**config.mk**
```make
export PLATFORM = sky130hd
export DESIGN_NAME = uart_tx
export DESIGN_NICKNAME = d
export VERILOG_FILES = /design/src/rtl/uart_tx.sv
export SDC_FILE = /design/constraint.sdc
export NUM_CORES = 1
export LEC_CHECK = 0
export BUFFER_PORTS_ARGS = -buffer_cell sky130_fd_sc_hd__buf_2
export CORE_MARGIN = 1.5
export CORE_UTILIZATION = 45
export DETAILED_ROUTE_END_ITERATION = 10
export PLACE_DENSITY = 0.63
export SYNTH_ARGS = -nofsm -noshare
export SYNTH_HDL_FRONTEND = slang
export SYNTH_SLANG_ARGS = --single-unit
```
**constraint.sdc**
```tcl
create_clock -name clk -period 2 [get_ports clk]
set_input_delay 0.1 -clock clk [delete_from_list [all_inputs] [get_ports clk]]
set_output_delay 0.1 -clock clk [all_outputs]
set_load 0.005 [all_outputs]
```
**src/rtl/uart_tx.sv**
```systemverilog
// uart_tx: byte-wide UART transmitter with a 1-entry holding register.
//
// A byte is accepted on any rising clk where din_valid and din_ready are
// both high. It waits in the holding register until the serialiser is free,
// then is sent as: one start bit (0), eight data bits (MSB or LSB first),
// and STOP_BITS stop bits (1). Each bit lasts CLKS_PER_BIT clocks.
//
// Ports:
//   clk        single clock, all logic on its rising edge
//   rst_n      synchronous active-low reset
//   din        byte offered for transmission
//   din_valid  din holds a byte to send
//   din_ready  holding register is empty; a byte can be accepted this cycle
//   tx         serial line, idle high, registered
//   busy       frame in progress or byte waiting (registered)
//   done       one-cycle pulse on the last cycle of each frame's final stop bit
//
// Output timing: tx, done and busy are registered from the current FSM state,
// so the line lags the state register by one clock. A byte accepted while
// idle therefore shows its start bit two clocks after the accept edge
// (holding-register load, then START), and done lines up with the last stop
// cycle actually visible on tx.
module uart_tx #(
  parameter int CLKS_PER_BIT = 1,
  parameter int MSB_FIRST    = 1,
  parameter int STOP_BITS    = 1
) (
  input  logic       clk,
  input  logic       rst_n,
  input  logic [7:0] din,
  input  logic       din_valid,
  output logic       din_ready,
  output logic       tx,
  output logic       busy,
  output logic       done
);

  // Wide enough to count a full two-stop-bit period in a single run.
  localparam int CNT_W = $clog2(CLKS_PER_BIT * 2 + 1);

  localparam logic [CNT_W-1:0] BIT_LAST  = CNT_W'(CLKS_PER_BIT - 1);
  localparam logic [CNT_W-1:0] STOP_LAST = CNT_W'(CLKS_PER_BIT * STOP_BITS - 1);
  localparam logic [CNT_W-1:0] CNT_ONE   = CNT_W'(1);

  typedef enum logic [1:0] {
    IDLE,
    START,
    DATA,
    STOP
  } state_t;

  state_t           state;
  state_t           state_n;
  logic [CNT_W-1:0] cnt;
  logic [CNT_W-1:0] cnt_n;
  logic [2:0]       idx;
  logic [2:0]       idx_n;
  logic             hold_full;
  logic             hold_full_n;
  logic [7:0]       hold;
  logic [7:0]       shreg;
  logic             tx_n;
  logic             done_n;
  logic             load;
  logic             accept;

  // Data bit currently on the line, honouring the configured bit order.
  function automatic logic pick_bit(input logic [7:0] b, input logic [2:0] i);
    logic r;
    if (MSB_FIRST != 0) begin
      r = b[3'd7 - i];
    end else begin
      r = b[i];
    end
    return r;
  endfunction

  assign accept = din_valid & din_ready;

  always_comb begin
    state_n     = state;
    cnt_n       = cnt;
    idx_n       = idx;
    hold_full_n = hold_full;
    tx_n        = 1'b1;
    done_n      = 1'b0;
    load        = 1'b0;

    unique case (state)
      IDLE: begin
        if (hold_full) begin
          load    = 1'b1;
          state_n = START;
          cnt_n   = '0;
        end
      end

      START: begin
        tx_n = 1'b0;
        if (cnt == BIT_LAST) begin
          cnt_n   = '0;
          idx_n   = 3'd0;
          state_n = DATA;
        end else begin
          cnt_n = cnt + CNT_ONE;
        end
      end

      DATA: begin
        tx_n = pick_bit(shreg, idx);
        if (cnt == BIT_LAST) begin
          cnt_n = '0;
          if (idx == 3'd7) begin
            state_n = STOP;
          end else begin
            idx_n = idx + 3'd1;
          end
        end else begin
          cnt_n = cnt + CNT_ONE;
        end
      end

      STOP: begin
        // All stop bits are timed as one continuous period.
        if (cnt == STOP_LAST) begin
          cnt_n  = '0;
          done_n = 1'b1;
          if (hold_full) begin
            // Chain straight into the next start bit, no idle gap.
            load    = 1'b1;
            state_n = START;
          end else begin
            state_n = IDLE;
          end
        end else begin
          cnt_n = cnt + CNT_ONE;
        end
      end

      default: begin
        state_n = IDLE;
        cnt_n   = '0;
      end
    endcase

    if (load) begin
      hold_full_n = 1'b0;
    end
    // accept and load never coincide: din_ready is low whenever the
    // holding register is full, which load requires.
    if (accept) begin
      hold_full_n = 1'b1;
    end
  end

  always_ff @(posedge clk) begin
    if (!rst_n) begin
      state     <= IDLE;
      cnt       <= '0;
      idx       <= 3'd0;
      hold_full <= 1'b0;
      tx        <= 1'b1;
      done      <= 1'b0;
      busy      <= 1'b0;
      din_ready <= 1'b0;
    end else begin
      state     <= state_n;
      cnt       <= cnt_n;
      idx       <= idx_n;
      hold_full <= hold_full_n;
      tx        <= tx_n;
      done      <= done_n;
      busy      <= (state != IDLE) | hold_full;
      // Registered so it stays low through reset and reflects the
      // holding register from the first clock after release.
      din_ready <= ~hold_full_n;
    end
  end

  // Byte storage carries no reset; validity is tracked by hold_full/state.
  always_ff @(posedge clk) begin
    if (load) begin
      shreg <= hold;
    end
    if (accept) begin
      hold <= din;
    end
  end

endmodule

```
* Word-level counts from Yosys, hierarchy flattened
Cells that the tools add are included.
** Storage, ports and cells
- Register bits after elaboration :: 28
- Bits in latches :: 0
- Memory bits (writable) :: 0
- ROM bits :: 0
- Memories kept :: 0
** Cells by class
- Add/sub/neg operators :: 3
- Multiply operators :: 0
- Divide/modulo/power cells :: 0
- $lt $le $gt $ge :: 1
- Eq/ne operators :: 10
- Shift operators :: 0
- Multiplexer cells :: 23
- Bitwise operators :: 3
- Reduce and logical (&&, ||, !) cells :: 8
** Operators by type and width (number)
- $mux 2 :: 7
- $ne 2x2->1 const B :: 6
- $mux 3 :: 3
- $pmux 2 s4 :: 1
- $mux 1 :: 7
- $pmux 3 s2 :: 1
- $reduce_and 5->1 :: 1
- $eq 2x2->1 const B :: 2
- $logic_not 2->1 :: 2
- $lt 3x4->1 const B :: 1
- $pmux 1 s2 :: 2
- $pmux 2 s2 :: 1
- $reduce_and 4->1 :: 1
- $reduce_bool 2->1 :: 2
- $add 3x1->3 const B :: 1
- $bmux 1 s3 :: 1
- $eq 3x3->1 const B :: 1
- $reduce_or 3->1 :: 1
- $sub 3x3->3 const A :: 1
- $add 2x1->2 const B :: 1
- $eq 2x1->1 const B :: 1
- $reduce_and 2->1 :: 1
- $and 1x1->1 :: 1
- $not 1->1 :: 1
- $or 1x1->1 :: 1

* Longest topological paths before layout
Gate-level depths: netlist (run 1).
- Depth in word-level cells :: 6
- Depth in mapped cells :: 7
- Mapped depth without buffers :: 6

* Worst setup path after synthesis (run 1)
OpenSTA, ideal clock, no wires.
- Path type :: flip-flop to flip-flop
- Start :: register state[0]
- End :: register shreg[0], enable pin
- Library setup time :: 0.385 ns
- Arrival :: 1.451 ns
- Slack :: 0.164 ns
- Cell stages (with the launch flop) :: 4
- Path through :: dfxtp_1 inv_1 ha_1 nor3b_1
** On the way
- Word-level cells in the longest chain between the ends :: 2
- Elaborated cells between the ends (all ways) :: 3
** RTL lines
- start: declaration :: line 52 : state_t state;
- start signal: assignment :: line 167 : state <= state_n;
- $eq 2x2->1 / $logic_not 2->1 (equally long branches) :: line 89 : unique case (state)
- $pmux 1 s2 * :: line 89
- named net load :: line 64 : logic load;
- end signal: assignment :: line 183 : shreg <= hold;
- end: declaration :: line 61 : logic [7:0] shreg;
Mark *: on every way through the listed nets, which the timed path passes. The rest lies on a longest branch.
A chain may end at the register's enable or synchronous reset.

* Final worst setup path (run 1)
- Start :: register idx[1]
- End :: register idx[0]
** On the way
- Word-level cells in the longest chain between the ends :: 3
** RTL lines
- start: declaration :: line 56 : logic [2:0] idx;
- start signal: assignment :: line 169 : idx <= idx_n;
- $eq 3x3->1 :: line 113 : if (idx == 3'd7) begin
- $ne 2x2->1 (no line)
- $reduce_and 4->1 (no line)
Every way passes these cells.

==> qor.log, run 1 <==
[cts] number of levels the H-tree was split into 1
[sta] Final Critical Period 1600 ps
[sta] Fmax 625 MHz
[global_routing] sum of overflow across all layers after global routing 0
[cts] TritonCTS clock tree done
[cts] Max clock buf depth 2
[worst_setup_path] CP Capture Type register
[worst_hold_path] Min-Delay Path Class input port to register
[floorplanning] initial cell density of the core 0.476
[sta] worst path setup slack after routing 400 ps
[floorplanning] chip height 54.2 um
[worst_setup_path] cell repeated most along the worst path ha_1
[logic_synthesis] number of standard cells after synthesis 89
[finish] most frequent standard cell in the layout excluding fill and tap cells edfxtp_1
[power] P per Cell Area 976 mW/mm^2
[worst_setup_path] Critical Path Fanout Max 6
[logic_synthesis] number of register bits inferred by synthesis 28
[worst_setup_path] maximum cell stage delay along the critical path 480 ps
[power] leakage power figure 0.000545 uW
[routing] mean number of vias per cell 4.97
[routing] DR vias 726
[logic_synthesis] fraction of registers with async set/reset 0
[worst_setup_path] data arrival time of the critical path 1830 ps
[global_routing] largest net degree at the start of global routing 17
[cts] Root Driver clkbuf_4
[sta] worst-case headroom to the max-slew limit 0.759
[outcome] status complete, no violations
[place] Placed Cells 133
[cts] CTS sink count 28
[finish] antenna diode instance count 0
[logic_synthesis] combined area of all synthesized cells 0.00118 mm^2
[logic_synthesis] share of synthesized area occupied by flip-flops and latches 0.611
[cts] number of buffers created by CTS 3
[logic_synthesis] number of synthesized flops with an enable pin 16
[sta] actual slew at the worst max-slew pin 362 ps
[sta] unrepaired setup endpoints after global routing no
[floorplanning] overall die area 0.00294 mm^2
[cts] Post-CTS Setup Inserts 0
[sta] final count of negative-setup-slack endpoints 0
[finish] number of standard cells in the layout, taps in and fillers out 146
[floorplanning] Die X 54.2 um
[finish] net count of the finished layout 137
[place] pre-CTS worst setup slack 419 ps
[routing] post-route antenna net violation count 0
[cts] # hold bufs at CTS 9
[global_routing] antenna violations before repair 0
[global_routing] first-pass GRT wire length 2.84 mm
[finish] fraction of layout cells with a size suffix above 1 0.216
[cts] cts repair resizes 0
[place] RD Place Congestion 0.733
[power] largest vdd supply drop 0.556 mV
[sta] Hold Fails Final Rpt 0
[place] HPWL after detailed placement 1.26 mm
[floorplanning] Core Area 0.00248 mm^2
[finish] Filler cells 212
[routing] total length of routed wires 1.76 mm
[cts] Clock transition at path regs 140 ps
[routing] first-pass detailed-route iteration total 4
[worst_setup_path] ordered cell list for the critical path ha_1, ha_1, nor2b_1, mux2_2, a22oi_1, nor2_1
[global_routing] vias in the first global route 658
[floorplanning] count of standard-cell rows 18
[finish] P&R area growth vs syn 21.1%
[worst_setup_path] sort of element at the start of the critical path register
[floorplanning] number of top-level pins 15
[sta] total negative slack for setup checks 0 ps
[logic_synthesis] count of different cell masters after synthesis 27
[routing] number of remaining DRC errors 0
[logic_synthesis] Primary FF master, synth edfxtp_1
[logic_synthesis] warning count from the yosys run 0
[flow_run] # Max-Cap Violations 0
[sta] clk_skew 4.08 ps
[sta] max-slew violation total from the final report 0
[routing] DR iter-0 viols 11
[finish] commonest cells after routing, fill and taps aside 16 x edfxtp_1, 14 x buf_2, 12 x dfxtp_1
[logic_synthesis] average footprint of a synthesized cell 13.3 um^2
[place] Buffers on Ports 14
[logic_synthesis] Net Count, Synth 109
[worst_setup_path] cell type of the slowest stage on the worst timing path dfxtp_1
[cts] later-pin clock latency in the skew report 320 ps
[worst_setup_path] class of the most critical setup path register to register
[global_routing] Total GRT Usage 0.140
[routing] average detailed-routed wire length per instance 12.0 um
[worst_setup_path] worst path required time 2230 ps
[sta] Final Cycle Share 0.800
through the flow:
step                hold WS (ps)  utilization  total power (uW)  cell area (um^2)
floorplan                    166            -               959              1180
global placement             277        0.519              1030              1290
detailed placement           279        0.519              1040              1290
CTS                          327        0.577              1410              1430
global route                 356        0.577              1470              1430
finish                       334        0.577              1400              1430
synth_stat cells (3+ instances only):
cell type / number / share of area
ha_1: 9 / 0.095
edfxtp_1: 16 / 0.41
a22oi_1: 3 / 0.019
nand2_1: 4 / 0.013
mux2i_1: 3 / 0.025
dfxtp_1: 12 / 0.20
nand3b_1: 3 / 0.019
inv_1: 5 / 0.016
a21oi_1: 5 / 0.021
nor2_1: 6 / 0.019
sequential cells by signal (all words and copies together) (netlist names), 2 cells and up:
| register | count |
|---|---|
| cnt | 2 |
| hold | 8 |
| idx | 3 |
| shreg | 8 |
| state | 2 |
cell families after synthesis:
group,share of synthesized area
multiplexers,0.0541
AO/OA/AOI/OAI,0.104
buffers and inverters,0.0329
AND/OR/NAND/NOR,0.103
adder cells (fa/ha/maj),0.0954
flip-flops,0.611
critical path, delay by kind of cell, from the launching register on:
family / cells / cell delay (ps)
compound gates: 1 / 140
mux: 1 / 270
flops: 1 / 480
fa+ha+maj: 2 / 450
simple gates: 2 / 170
layer usage:
metal  global-route usage  part of all wire
met5                    0                 0
met4               0.0750             0.024
met3               0.0333             0.035
met2                0.223              0.46
met1                0.175              0.48
final cells by class:
class,instances,area [um^2],share of cell area
flip-flops and latches,28,721,0.504
multi-input cells,53,420,0.294
repair buffers,25,175,0.123
well taps,30,37.5,0.0263
clock inverters,1,30.0,0.0210
clock buffers,3,22.5,0.0158
inverters,6,22.5,0.0158
worst paths after layout:
path              startpoint       end  slack, ps  cells past startpoint
setup / recovery      idx[1]    idx[0]        400                      6
hold reg to reg      hold[5]  shreg[5]        440                      0
hold / removal     din_valid   hold[0]        330                      2
setup reg to reg      idx[1]    idx[0]        400                      6
power by group:
| group | internal (uW) | switching [uW] | total (uW) |
|---|---|---|---|
| sequential | 679 | 27.9 | 707 |
| combinational | 155 | 174 | 328 |
| clock | 203 | 157 | 360 |
| total | 1040 | 359 | 1400 |
Note: power is estimated with default switching activity, not from simulation.
==> inputs of run 2 (changes only) <==
- clock period: 2 -> 1.33 ns (I/O delays scaled with it)
==> run 2 against run 1 <==
  * The run now ends with negative setup slack left
  * Sequential power up 57%
  * Via count up 11%
  * First-iteration DRC count rose by 27%
  * Final area grew 20%
  * Die area did not move
  * Register-to-register slack worse by 410 ps
  * Largest power group unchanged
==> qor.log, run 2 (synthesis results as in run 1) <==
[sta] Hold Fails Final Rpt 0
[worst_setup_path] Critical Path Fanout Max 8
[finish] fraction of layout cells with a size suffix above 1 0.488
[power] largest vdd supply drop 1.10 mV
[routing] average detailed-routed wire length per instance 13.2 um
[finish] final core utilization 0.694
[place] Buffers on Ports 14
[floorplanning] count of standard-cell rows 18
[cts] CTS sink count 28
[sta] final count of negative-setup-slack endpoints 10
[global_routing] vias in the first global route 745
[floorplanning] overall die area 0.00294 mm^2
[finish] antenna diode instance count 0
[global_routing] sum of overflow across all layers after global routing 0
[cts] number of levels the H-tree was split into 1
[outcome] failing checks negative setup slack
[global_routing] Total GRT Usage 0.162
[sta] Final Cycle Share 1.01
[power] total power of the final layout 2500 uW
[worst_setup_path] maximum cell stage delay along the critical path 420 ps
[cts] Clock transition at path regs 140 ps
[place] HPWL after detailed placement 1.38 mm
[worst_setup_path] ordered cell list for the critical path inv_6, ha_4, nor3b_4, buf_12
[power] leakage power figure 0.000629 uW
[routing] post-route antenna net violation count 0
[outcome] status finished, violations left
[routing] DR vias 809
[worst_setup_path] depth of the most critical reg-to-reg path 4
[cts] later-pin clock latency in the skew report 330 ps
[worst_setup_path] cell type of the slowest stage on the worst timing path dfxtp_4
[sta] worst path setup slack after routing -14.6 ps
[cts] TritonCTS clock tree done
[finish] most frequent standard cell in the layout excluding fill and tap cells edfxtp_1
[power] P per Cell Area 1460 mW/mm^2
[worst_setup_path] flop-to-flop setup slack -10 ps
[flow_run] # Max-Cap Violations 0
[finish] biggest registers after layout hold: 8 flops, shreg: 8 flops, idx: 3 flops
[worst_setup_path] sort of element at the start of the critical path register
[routing] total length of routed wires 2.10 mm
[sta] clk_skew 2.20 ps
[finish] P&R area growth vs syn 45.7%
[floorplanning] chip height 54.2 um
[worst_setup_path] CP startpoint state[1]
[routing] mean number of vias per cell 5.09
[floorplanning] Die X 54.2 um
[sta] unrepaired setup endpoints after global routing yes
[global_routing] largest net degree at the start of global routing 17
[worst_hold_path] Min-Delay Path Class input port to register
[finish] commonest cells after routing, fill and taps aside 16 x edfxtp_1, 14 x buf_2, 12 x buf_4
[floorplanning] initial cell density of the core 0.476
[worst_setup_path] critical path capture point shreg[7]
[sta] max-slew violation total from the final report 0
[floorplanning] Core Area 0.00248 mm^2
[routing] number of remaining DRC errors 0
[cts] Max clock buf depth 2
[worst_setup_path] worst path required time 1400 ps
[worst_setup_path] launch instance of the worst register-to-register path state[1]
[global_routing] first-pass GRT wire length 3.24 mm
[worst_setup_path] reg-to-reg endpoint shreg[7]
[place] RD Place Congestion 0.731
[routing] first-pass detailed-route iteration total 4
[worst_setup_path] data arrival time of the critical path 1410 ps
[routing] DR iter-0 viols 14
[worst_hold_path] hold-critical path depth 2
[sta] actual slew at the worst max-slew pin 407 ps
[sta] worst-case headroom to the max-slew limit 0.729
[sta] Fmax 744 MHz
[cts] number of buffers created by CTS 3
[sta] Final Critical Period 1340 ps
[cts] Root Driver clkbuf_4
[worst_setup_path] class of the most critical setup path register to register
[floorplanning] number of top-level pins 15
[worst_setup_path] CP Capture Type register
[finish] net count of the finished layout 150
[global_routing] antenna violations before repair 0
[run 2: changes by cell type in the layout (fill, tap and decap cells not counted), sizes merged]
cell	before	now
buf	16	29
[run 2: cell type report]
class	count	area, um^2
timing repair buffer	38	293
inverter	6	30.0
clock buffer	3	22.5
clock inverter	1	30.0
tap	30	37.5
sequential	28	734
fill	187	758
multi-input combinational	53	572
[run 2: how the worst min path moves through the flow]
| stage | start | end | slack, ps |
|---|---|---|---|
| 6_report | din_valid | hold[1] | 320 |
| 2_1_floorplan | rst_n | tx | 130 |
| 3_3_place_gp | din[7] | hold[7] | 240 |
| 5_1_grt | din_valid | hold[5] | 330 |
| 4_1_cts | din_valid | hold[1] | 320 |
| 3_5_place_dp | din[0] | hold[0] | 240 |
[run 2: where the power goes]
group / total (uW) / switching, uW / internal [uW]
clock network: 548 / 243 / 305
logic: 847 / 388 / 459
registers: 1110 / 73.2 / 1030
total: 2500 / 704 / 1800
[run 2: routing by layer]
metal,wire length (um),global-route usage,vias up
li1,-,-,406
met1,971,0.200,382
met3,61,0.0361,4
met5,0,0,-
met2,1040,0.257,17
met4,28,0.0958,0
[run 2: repair_timing]
| action | CTS | global route |
|---|---|---|
| setup buffers | 3 | 0 |
| gates cloned | 0 | 0 |
| gates resized for setup | 20 | 11 |
| pin swaps | 6 | 6 |
| hold buffers | 9 | 0 |
| hold endpoints to repair | 10 | 0 |
| setup endpoints to repair | 14 | 16 |
[run 2: critical path: cells and delay by family (launching register included)]
family / cells / cell delay [ps]
fa+ha+maj: 1 / 250
buf+inv: 2 / 200
flops: 1 / 420
simple gates: 1 / 210
[run 2: through the flow]
stage	hold WS, ps	instances	setup WS [ps]	area [um^2]	TNS, ps
after floorplan	132	89	-26.2	1230	-213
after global placement	243	143	-62.7	1410	-316
after detailed placement	245	143	-86.6	1410	-566
after CTS	317	159	-31.5	1670	-267
after global routing	328	159	-79.5	1720	-566
final	317	159	-14.6	1720	-119
==> inputs of run 3 (changes only) <==
--- a/config.mk
+++ b/config.mk
@@ -8,7 +8,7 @@
 export BUFFER_PORTS_ARGS = -buffer_cell sky130_fd_sc_hd__buf_2
 export CORE_MARGIN = 1.5
-export CORE_UTILIZATION = 45
+export CORE_UTILIZATION = 25
 export DETAILED_ROUTE_END_ITERATION = 10
-export PLACE_DENSITY = 0.63
+export PLACE_DENSITY = 0.38
 export SYNTH_ARGS = -nofsm -noshare
 export SYNTH_HDL_FRONTEND = slang
==> constraint.sdc (replaced) <==
create_clock -name clk -period 1.33 [get_ports clk]
set_input_delay 0.0665 -clock clk [delete_from_list [all_inputs] [get_ports clk]]
set_output_delay 0.0665 -clock clk [all_outputs]
set_load 0.1 [all_outputs]
==> run 3 against run 2 <==
  * The flow still finishes with violations (negative setup slack)
  * Sequential cell count is the same
  * Largest power group unchanged
  * Count of clock-buffer cells in the layout is the same
  * Clock power up 23%
  * Global-route usage decreased by 7.5 points
  * Utilization decreased by 29 points
==> qor.log, run 3 (synthesis results as in run 1) <==
[sta] final count of negative-setup-slack endpoints 10
[sta] worst-case headroom to the max-slew limit 0.672
[sta] worst path setup slack after routing -22.3 ps
[cts] Root Driver clkbuf_8
[power] largest vdd supply drop 0.648 mV
[floorplanning] count of standard-cell rows 24
[worst_hold_path] Hold Startpoint rst_n
[finish] fraction of layout cells with a size suffix above 1 0.515
[global_routing] sum of overflow across all layers after global routing 0
[place] Placed Cells 167
[floorplanning] number of top-level pins 15
[worst_hold_path] hold-critical path depth 2
[global_routing] vias in the first global route 738
[power] leakage power figure 0.000649 uW
[floorplanning] overall die area 0.00514 mm^2
[routing] first-pass detailed-route iteration total 4
[finish] commonest cells after routing, fill and taps aside 16 x edfxtp_1, 15 x buf_4, 14 x buf_2
[routing] total length of routed wires 2.15 mm
[global_routing] first-pass GRT wire length 3.39 mm
[worst_setup_path] launch instance of the worst register-to-register path state[0]
[flow_run] # Max-Cap Violations 0
[worst_setup_path] CP Capture Type register
[sta] Final Cycle Share 1.02
[finish] antenna diode instance count 0
[worst_setup_path] flop-to-flop setup slack -20 ps
[place] RD Place Congestion 0.667
[routing] average detailed-routed wire length per instance 11.8 um
[global_routing] largest net degree at the start of global routing 17
[worst_setup_path] reg-to-reg endpoint state[1]
[floorplanning] Core Area 0.00444 mm^2
[worst_setup_path] sort of element at the start of the critical path register
[sta] max-slew violation total from the final report 0
[routing] number of remaining DRC errors 0
[finish] most frequent standard cell in the layout excluding fill and tap cells edfxtp_1
[cts] number of levels the H-tree was split into 1
[floorplanning] chip height 71.7 um
[finish] final core utilization 0.400
[place] instance area at placement 0.00146 mm^2
[worst_setup_path] data arrival time of the critical path 1530 ps
[routing] DR iter-0 viols 9
[finish] P&R area growth vs syn 50.7%
[cts] CTS sink count 28
[place] HPWL after detailed placement 1.56 mm
[global_routing] antenna violations before repair 0
[power] total power of the final layout 2820 uW
[sta] unrepaired setup endpoints after global routing yes
[sta] Hold Fails Final Rpt 0
[worst_setup_path] depth of the most critical reg-to-reg path 6
[worst_setup_path] class of the most critical setup path register to register
[routing] DR vias 793
[cts] Max clock buf depth 2
[sta] clk_skew 2.47 ps
[outcome] failing checks negative setup slack
[cts] later-pin clock latency in the skew report 270 ps
[sta] Fmax 739 MHz
[global_routing] Total GRT Usage 0.0868
[finish] biggest registers after layout hold: 8 flops, shreg: 8 flops, idx: 3 flops
[finish] number of standard cells in the layout, taps in and fillers out 182
[routing] mean number of vias per cell 4.36
[finish] Post-Layout Inst Area 0.00178 mm^2
[place] Buffers on Ports 14
[floorplanning] initial cell density of the core 0.265
[cts] Clock transition at path regs 100 ps
[sta] actual slew at the worst max-slew pin 495 ps
[power] P per Cell Area 1590 mW/mm^2
[worst_hold_path] worst-case hold path end point tx
[routing] post-route antenna net violation count 0
[outcome] status finished, violations left
[finish] Filler cells 448
[worst_setup_path] Critical Path Fanout Max 4
[worst_hold_path] Min-Delay Path Class input port to register
[worst_setup_path] worst path required time 1500 ps
[cts] TritonCTS clock tree done
[floorplanning] Die X 71.7 um
[finish] net count of the finished layout 151
[sta] Final Critical Period 1350 ps
[cts] number of buffers created by CTS 3
## run 3: power by group
group	switching [uW]	total (uW)	internal (uW)
Clock	271	674	403
Combinational	574	1040	469
Sequential	72.7	1110	1030
Total	917	2820	1910
## run 3: layer usage
metal	global-route usage	vias to the layer above	share of wire
li1	-	403	-
met1	0.118	376	0.49
met2	0.134	12	0.47
met3	0.0225	2	0.030
met4	0.0314	0	0.011
met5	0	-	0
## run 3: per-stage QoR
| stage | hold slack [ps] | TNS [ps] | setup WS [ps] |
|---|---|---|---|
| 2_1_floorplan | 132 | -213 | -26.2 |
| 6_report | 23.2 | -128 | -22.3 |
| 3_3_place_gp | 243 | -796 | -85.1 |
| 4_1_cts | 15.2 | -221 | -26.1 |
| 3_5_place_dp | 245 | -873 | -85.4 |
| 5_1_grt | 22.0 | -791 | -85.4 |
## run 3: cell type report
cell class | instances | area (um^2) | area share
sequential | 28 | 739 | 0.416
clock inverter | 1 | 30.0 | 0.0169
inverter | 6 | 27.5 | 0.0155
multi-input combinational | 53 | 581 | 0.327
clock buffer | 3 | 41.3 | 0.0232
timing repair buffer | 39 | 294 | 0.165
tap | 52 | 65.1 | 0.0366
## run 3: worst max-delay path by stage
stage | slack, ps | startpoint | end
after floorplan | -30 | cnt[0] | shreg[0]
after global placement | -90 | cnt[0] | shreg[7]
after detailed placement | -90 | cnt[0] | shreg[7]
after CTS | -30 | state[0] | shreg[1]
after global routing | -90 | state[0] | state[1]
final | -20 | state[0] | state[1]
## run 3: timing repair
item | CTS | global route
setup buffers | 0 | 3
hold endpoints to repair | 8 | 0
resized for setup | 16 | 16
hold buffers | 8 | 0
endpoints found under the setup margin | 13 | 13
pin swaps | 4 | 10
## run 3: critical path: stages (launching register included)
cell and delay, ps:
dfxtp_4 390, inv_4 90, ha_4 170, inv_1 70, o221ai_4 250, mux2i_1 230, nor2_1 60
